--- config.mk ---
export PLATFORM = sky130hd
export DESIGN_NAME = riscv_dcache
export DESIGN_NICKNAME = d
export VERILOG_FILES = /design/src/rtl/riscv_dcache_pkg.sv /design/src/rtl/riscv_dcache_array.sv /design/src/rtl/riscv_dcache.sv
export SDC_FILE = /design/constraint.sdc
export NUM_CORES = 2
export LEC_CHECK = 0
export CORE_ASPECT_RATIO = 0.7
export CORE_UTILIZATION = 62
export DETAILED_ROUTE_END_ITERATION = 6
export PLACE_DENSITY = 0.76
export SETUP_SLACK_MARGIN = 0.15
export SYNTH_ARGS = -nofsm -noshare
export SYNTH_HDL_FRONTEND = slang
export SYNTH_SLANG_ARGS = --single-unit
--- constraint.sdc ---
create_clock -name clk -period 5.7 [get_ports clk]
set_clock_uncertainty 0.05 [all_clocks]
set_input_delay 0.855 -clock clk [delete_from_list [all_inputs] [get_ports clk]]
set_output_delay 0.855 -clock clk [all_outputs]
set_load 0.03 [all_outputs]
--- src/rtl/riscv_dcache_pkg.sv ---
// Shared definitions for the direct-mapped write-through data cache:
// FSM state encoding and memory-port widths.
package riscv_def;

  typedef logic [2:0] dc_state_t;

  localparam dc_state_t DC_INIT      = 3'd0;
  localparam dc_state_t DC_IDLE      = 3'd1;
  localparam dc_state_t DC_LOOKUP    = 3'd2;
  localparam dc_state_t DC_MISS_REQ  = 3'd3;
  localparam dc_state_t DC_MISS_WAIT = 3'd4;
  localparam dc_state_t DC_RESP      = 3'd5;
  localparam dc_state_t DC_WR_REQ    = 3'd6;
  localparam dc_state_t DC_WR_DONE   = 3'd7;

  localparam int MEM_BE_W = 4;
  localparam int WORD_W   = 32;

endpackage

--- src/rtl/riscv_dcache_array.sv ---
// Valid/tag/data storage for the data cache: one byte-enabled write port,
// a registered read port and a single-line valid clear used by the sweep.
module riscv_dcache_array
  import riscv_def::*;
#(
  parameter int LINES = 64,
  parameter int IDX_W = 6,
  parameter int TAG_W = 24
) (
  input  logic                clk,
  input  logic [IDX_W-1:0]    rd_idx,
  output logic                rd_valid,
  output logic [TAG_W-1:0]    rd_tag,
  output logic [WORD_W-1:0]   rd_data,
  input  logic                wr_en,
  input  logic [IDX_W-1:0]    wr_idx,
  input  logic [MEM_BE_W-1:0] wr_be,
  input  logic [TAG_W-1:0]    wr_tag,
  input  logic [WORD_W-1:0]   wr_data,
  input  logic                clr_en,
  input  logic [IDX_W-1:0]    clr_idx
);

  logic [LINES-1:0] valid_reg;
  logic [TAG_W-1:0] tag_mem [LINES];

  // Clear and write never coincide: clears happen only while sweeping.
  always_ff @(posedge clk) begin
    if (clr_en) begin
      valid_reg[clr_idx] <= 1'b0;
    end else if (wr_en) begin
      valid_reg[wr_idx] <= 1'b1;
    end
    if (wr_en) begin
      tag_mem[wr_idx] <= wr_tag;
    end
    rd_valid <= valid_reg[rd_idx];
    rd_tag   <= tag_mem[rd_idx];
  end

  genvar gi;
  generate
    for (gi = 0; gi < MEM_BE_W; gi++) begin : g_byte
      logic [7:0] byte_mem [LINES];
      logic [7:0] byte_q_reg;

      always_ff @(posedge clk) begin
        if (wr_en && wr_be[gi]) begin
          byte_mem[wr_idx] <= wr_data[8*gi +: 8];
        end
        byte_q_reg <= byte_mem[rd_idx];
      end

      assign rd_data[8*gi +: 8] = byte_q_reg;
    end
  endgenerate

endmodule

--- src/rtl/riscv_dcache.sv ---
// Direct-mapped, one-word-per-line, write-through/no-write-allocate data cache
// between the LSU dcache_* interface and a word-wide memory port.
module riscv_dcache
  import riscv_def::*;
#(
  parameter  int LINES = 64,
  localparam int IDX_W = $clog2(LINES)
) (
  input  logic                clk,
  input  logic                srst,
  input  logic                dcache_read_request,
  input  logic [MEM_BE_W-1:0] dcache_write_request,
  input  logic [31:0]         dcache_addr,
  input  logic [31:0]         dcache_wdata,
  output logic                dcache_accept,
  output logic                dcache_busy,
  output logic                dcache_rdata_valid,
  output logic                dcache_wdata_valid,
  output logic [31:0]         dcache_rdata,
  input  logic                dcache_invalidate,
  output logic                mem_req,
  output logic                mem_we,
  output logic [MEM_BE_W-1:0] mem_be,
  output logic [31:0]         mem_addr,
  output logic [31:0]         mem_wdata,
  input  logic                mem_ack,
  input  logic                mem_rvalid,
  input  logic [31:0]         mem_rdata
);

  localparam int TAG_W = 30 - IDX_W;

  dc_state_t           state_reg, state_next;
  logic [IDX_W-1:0]    cnt_reg;
  logic                inv_pend_reg;
  logic [29:0]         waddr_reg;
  logic [31:0]         wdata_reg;
  logic [31:0]         rdata_reg;
  logic [MEM_BE_W-1:0] be_reg;

  logic                is_store, is_load, inv_any, hit;
  logic [IDX_W-1:0]    rd_idx;
  logic                arr_valid;
  logic [TAG_W-1:0]    arr_tag;
  logic [31:0]         arr_data;
  logic                wr_en;
  logic [MEM_BE_W-1:0] wr_be;
  logic [31:0]         wr_data;
  logic                unused_addr_bits;

  assign unused_addr_bits = ^dcache_addr[1:0];

  assign is_store = |dcache_write_request;
  assign is_load  = dcache_read_request;
  assign inv_any  = inv_pend_reg | dcache_invalidate;
  assign hit      = arr_valid && (arr_tag == waddr_reg[29:IDX_W]);

  // In IDLE the array is addressed straight from the request so that the
  // registered read lands in the following LOOKUP/WR_REQ cycle.
  assign rd_idx = (state_reg == DC_IDLE) ? dcache_addr[2+IDX_W-1:2] : waddr_reg[IDX_W-1:0];

  always_comb begin
    state_next    = state_reg;
    dcache_accept = 1'b0;
    case (state_reg)
      DC_INIT: begin
        if (cnt_reg == IDX_W'(LINES - 1)) state_next = DC_IDLE;
      end
      DC_IDLE: begin
        if (inv_any) begin
          state_next = DC_INIT;
        end else if (is_store) begin
          dcache_accept = 1'b1;
          state_next    = DC_WR_REQ;
        end else if (is_load) begin
          dcache_accept = 1'b1;
          state_next    = DC_LOOKUP;
        end
      end
      DC_LOOKUP:    state_next = hit ? DC_RESP : DC_MISS_REQ;
      DC_MISS_REQ:  if (mem_ack) state_next = DC_MISS_WAIT;
      DC_MISS_WAIT: if (mem_rvalid) state_next = DC_RESP;
      DC_RESP:      state_next = DC_IDLE;
      DC_WR_REQ:    if (mem_ack) state_next = DC_WR_DONE;
      DC_WR_DONE:   state_next = DC_IDLE;
      default:      state_next = DC_INIT;
    endcase
  end

  // Array writes: full-line fill on a miss return, byte merge on a store hit.
  always_comb begin
    wr_en   = 1'b0;
    wr_be   = '0;
    wr_data = wdata_reg;
    if (!srst) begin
      if (state_reg == DC_MISS_WAIT && mem_rvalid) begin
        wr_en   = 1'b1;
        wr_be   = '1;
        wr_data = mem_rdata;
      end else if (state_reg == DC_WR_REQ && mem_ack && hit) begin
        wr_en = 1'b1;
        wr_be = be_reg;
      end
    end
  end

  always_ff @(posedge clk) begin
    if (srst) begin
      state_reg    <= DC_INIT;
      cnt_reg      <= '0;
      inv_pend_reg <= 1'b0;
      waddr_reg    <= '0;
      wdata_reg    <= '0;
      be_reg       <= '0;
      rdata_reg    <= '0;
    end else begin
      state_reg <= state_next;
      if (state_reg == DC_INIT) begin
        cnt_reg <= cnt_reg + 1'b1;
      end
      // Leaving IDLE either services the pending sweep or never needed it.
      if (state_reg == DC_IDLE) begin
        inv_pend_reg <= 1'b0;
      end else if (dcache_invalidate && state_reg != DC_INIT) begin
        inv_pend_reg <= 1'b1;
      end
      if (dcache_accept) begin
        waddr_reg <= dcache_addr[31:2];
        wdata_reg <= dcache_wdata;
        be_reg    <= dcache_write_request;
      end
      if (state_reg == DC_LOOKUP && hit) begin
        rdata_reg <= arr_data;
      end else if (state_reg == DC_MISS_WAIT && mem_rvalid) begin
        rdata_reg <= mem_rdata;
      end
    end
  end

  riscv_dcache_array #(
    .LINES (LINES),
    .IDX_W (IDX_W),
    .TAG_W (TAG_W)
  ) u_array (
    .clk      (clk),
    .rd_idx   (rd_idx),
    .rd_valid (arr_valid),
    .rd_tag   (arr_tag),
    .rd_data  (arr_data),
    .wr_en    (wr_en),
    .wr_idx   (waddr_reg[IDX_W-1:0]),
    .wr_be    (wr_be),
    .wr_tag   (waddr_reg[29:IDX_W]),
    .wr_data  (wr_data),
    .clr_en   (state_reg == DC_INIT),
    .clr_idx  (cnt_reg)
  );

  assign dcache_busy        = (state_reg != DC_IDLE);
  assign dcache_rdata_valid = (state_reg == DC_RESP);
  assign dcache_wdata_valid = (state_reg == DC_WR_DONE);
  assign dcache_rdata       = rdata_reg;
  assign mem_req            = (state_reg == DC_MISS_REQ) || (state_reg == DC_WR_REQ);
  assign mem_we             = (state_reg == DC_WR_REQ);
  assign mem_be             = (state_reg == DC_WR_REQ) ? be_reg : '0;
  assign mem_addr           = {waddr_reg, 2'b00};
  assign mem_wdata          = wdata_reg;

endmodule

==> metrics.cfg <==
[synthesis]
async_flop_share = 0
synth_xor_area_frac = 0.00173
synthAdderAreaFrac = 0.0000854
synth_top_family_by_area = multiplexers
synth-compound-area-share = 0.0622
ys_types = 50
synth.area.mux_share = 0.130
synth_top_area_cell = edfxtp_1
yosysMostFrequentCell = edfxtp_1
syn_inst = 8389
synth_area_um2 = 147000
ys_warn_count = 0
synth_commonest_cells = 3,648 x edfxtp_1, 1,861 x mux2i_1, 912 x o22ai_1, 375 x nor2_1, 315 x clkbuf_1
synth_top_area_frac = 0.747
synthSimpleGateAreaFrac = 0.0209
synth.yosys.seq_area_share = 0.770
synth-main-ff-cell = edfxtp_1
synth.area.top_cells = edfxtp_1 75%, mux2i_1 13%, o22ai_1 3.9%, dfxtp_1 2.3%, o41ai_1 1.4%
yosys_register_bits = 3813
syn_area_per_cell_um2 = 17.5
synth_edf_count = 3648

[die]
core_area_um2 = 234000
ioPinCount = 212
die_area_um2 = 238000
initial_utilization = 0.627
die_width_um = 583
die_h_um = 409
rows = 148

[placement]
gp_congestion = 0.900
port_buffers = 207
dpl.hpwl_um = 228000
placed_cells = 11500

[power_and_ir_drop]
p_leak_nw = 62.2
power_density_nw_per_um2 = 363
worst_ir_drop_vdd_mv = 0.332

[worst_hold_path]
hp-class = in -> reg

[cts]
cts_setup_buffers = 0
cts_max_level = 5
cts_tree = yes
cts_buffer_depth = 4
cts-root-buf = clkbuf_16
clk_pin_slew_ps = 70
cts_buffers = 344
clkSinkCount = 3813
cts_resized = 0
clk_latency_ps = 890
postCtsHoldBufs = 0

[run]
cap_violations = 0

[critical_path]
critical_path_required_ps = 6110
slowest_stage = nor2_4
cpPeakStageDelay_ps = 830
end_kind = flop
path_class = reg -> reg
path_max_fanout = 24
critPathLaunchType = flop
cp.arrival_ps = 5090
path_cells = xnor2_1 > nand4_1 > or4_1 > nor3_2 > o2111ai_4 > buf_4 > nor2_4
cp_num_buf_inv = 1
crit_family = simple AND/OR/NAND/NOR gates

[route]
dr.pass1.iters = 6
drc_errors = 0
routed_wl_um = 382000
num_vias = 81800
drt_iter0_markers = 11300
ant_nets = 0
vias_per_cell = 6.73
wire_per_inst_um = 31.5

[sta]
tns_ps = 0
fmax_mhz = 214
period_share = 0.820
hold_viol = 0
tightest_slew_ps = 1360
finalCriticalPeriod_ps = 4670
rsz0062_at_grt = false
finalSetupViolations = 0
max_slew_margin = 0.0799
finalMaxSlewViolations = 0

[finish]
fin_cells = 12200
largest_register_ff_count = 2048
area_delta_synth_final_pct = 12.4
nets = 8842
drive_above_1_share = 0.106

[grt]
grtUsageTotal = 0.317
grt_pass1_vias = 78800
grt_max_degree = 114
grt_remaining_overflow = 0
grt_pass1_wl_um = 544000
antenna_found_initial = 13

[status]
status = finished clean

kinds of logic after synthesis:
logic type	count (synthesis)
flip-flops	3813
multiplexers	1894
AO/OA/AOI/OAI	1392
AND/OR/NAND/NOR	713
buffers and inverters	546
XOR/XNOR	29
adder cells (fa/ha/maj)	1
other	1
power by group:
part	switching, mW	internal (mW)	leakage [nW]
combinational	3.94	2.22	24.0
sequential	0.368	31.2	33.0
clock	9.88	12.3	5.16
total	14.2	45.7	62.2
placed cells by master, fill, tap and decap left out, types with 5 or more instances in the layout:
master and instances:
clkinvlp_4 5, o22ai_1 912, clkinv_2 52, a21oi_1 194, nor2_4 64, mux2i_1 1860, bufinv_16 17, nand3_1 7
a211oi_1 33, mux2_2 33, buf_4 286, nand2_4 7, nand4_1 61, clkbuf_16 356, or2_2 6, nand2b_1 8
xnor2_1 16, buf_12 49, o211ai_1 7, nor2_1 309, dfxtp_2 24, edfxtp_1 3648, nor3b_1 5, and2_1 10
inv_6 5, clkinv_1 72, o41ai_2 9, o41ai_1 219, clkdlybuf4s50_1 205, and3_1 5, clkbuf_8 7, nand2_1 184
diode_2 11, nor3_1 13, dfxtp_1 141, xor2_1 13, clkbuf_1 85
worst reg2reg max path: cells and delay by family, from the launching register on:
family,cells,cell delay [ps]
DFF,1,530
buffers and inverters,1,470
xor gates and xnor gates,1,170
and+or+nand+nor,4,2440
AOI/OAI and AO/OA,1,570
final timing paths:
check           startpoint                      end  slack (ps)  depth (start not counted)
min reg2reg  mem_wdata[30]            mem_wdata[30]         420                          2
max          waddr_reg[11]  u_array.tag_mem[57][15]        1030                          7
min                   srst            mem_wdata[27]         390                          2
max reg2reg  waddr_reg[11]  u_array.tag_mem[57][15]        1030                          7
layer usage:
metal / up-vias / wire (um) / GRT usage / share of wire
met5: - / 55 / 0 / 0.00014
met4: 8 / 16000 / 0.119 / 0.042
met3: 788 / 49300 / 0.0801 / 0.13
met2: 5150 / 167000 / 0.459 / 0.44
met1: 41300 / 150000 / 0.467 / 0.39
li1: 34500 / - / - / -
per-stage QoR:
stage          worst slack [ps]  cell area [um^2]   util  hold WS, ps  total power [mW]
3_5_place_dp                893            154000  0.660          415              38.1
4_1_cts                    1130            165000  0.705          358              59.8
2_1_floorplan              1210            147000      -          390              35.7
6_report                   1030            165000  0.705          392              59.9
5_1_grt                     946            165000  0.705          391              61.2
3_3_place_gp                841            154000  0.660          415              37.9
area by class of cell:
class | instances | area, um^2
Sequential cell | 3813 | 113000
Inverter | 4 | 15.0
Fill cell | 14200 | 68900
Tap cell | 3150 | 3940
Antenna cell | 11 | 27.5
Clock buffer | 448 | 9320
Timing Repair Buffer | 541 | 5190
Clock inverter | 157 | 1210
Multi-Input combinational cell | 4031 | 32200
Note: power is estimated with default switching activity, not from simulation.
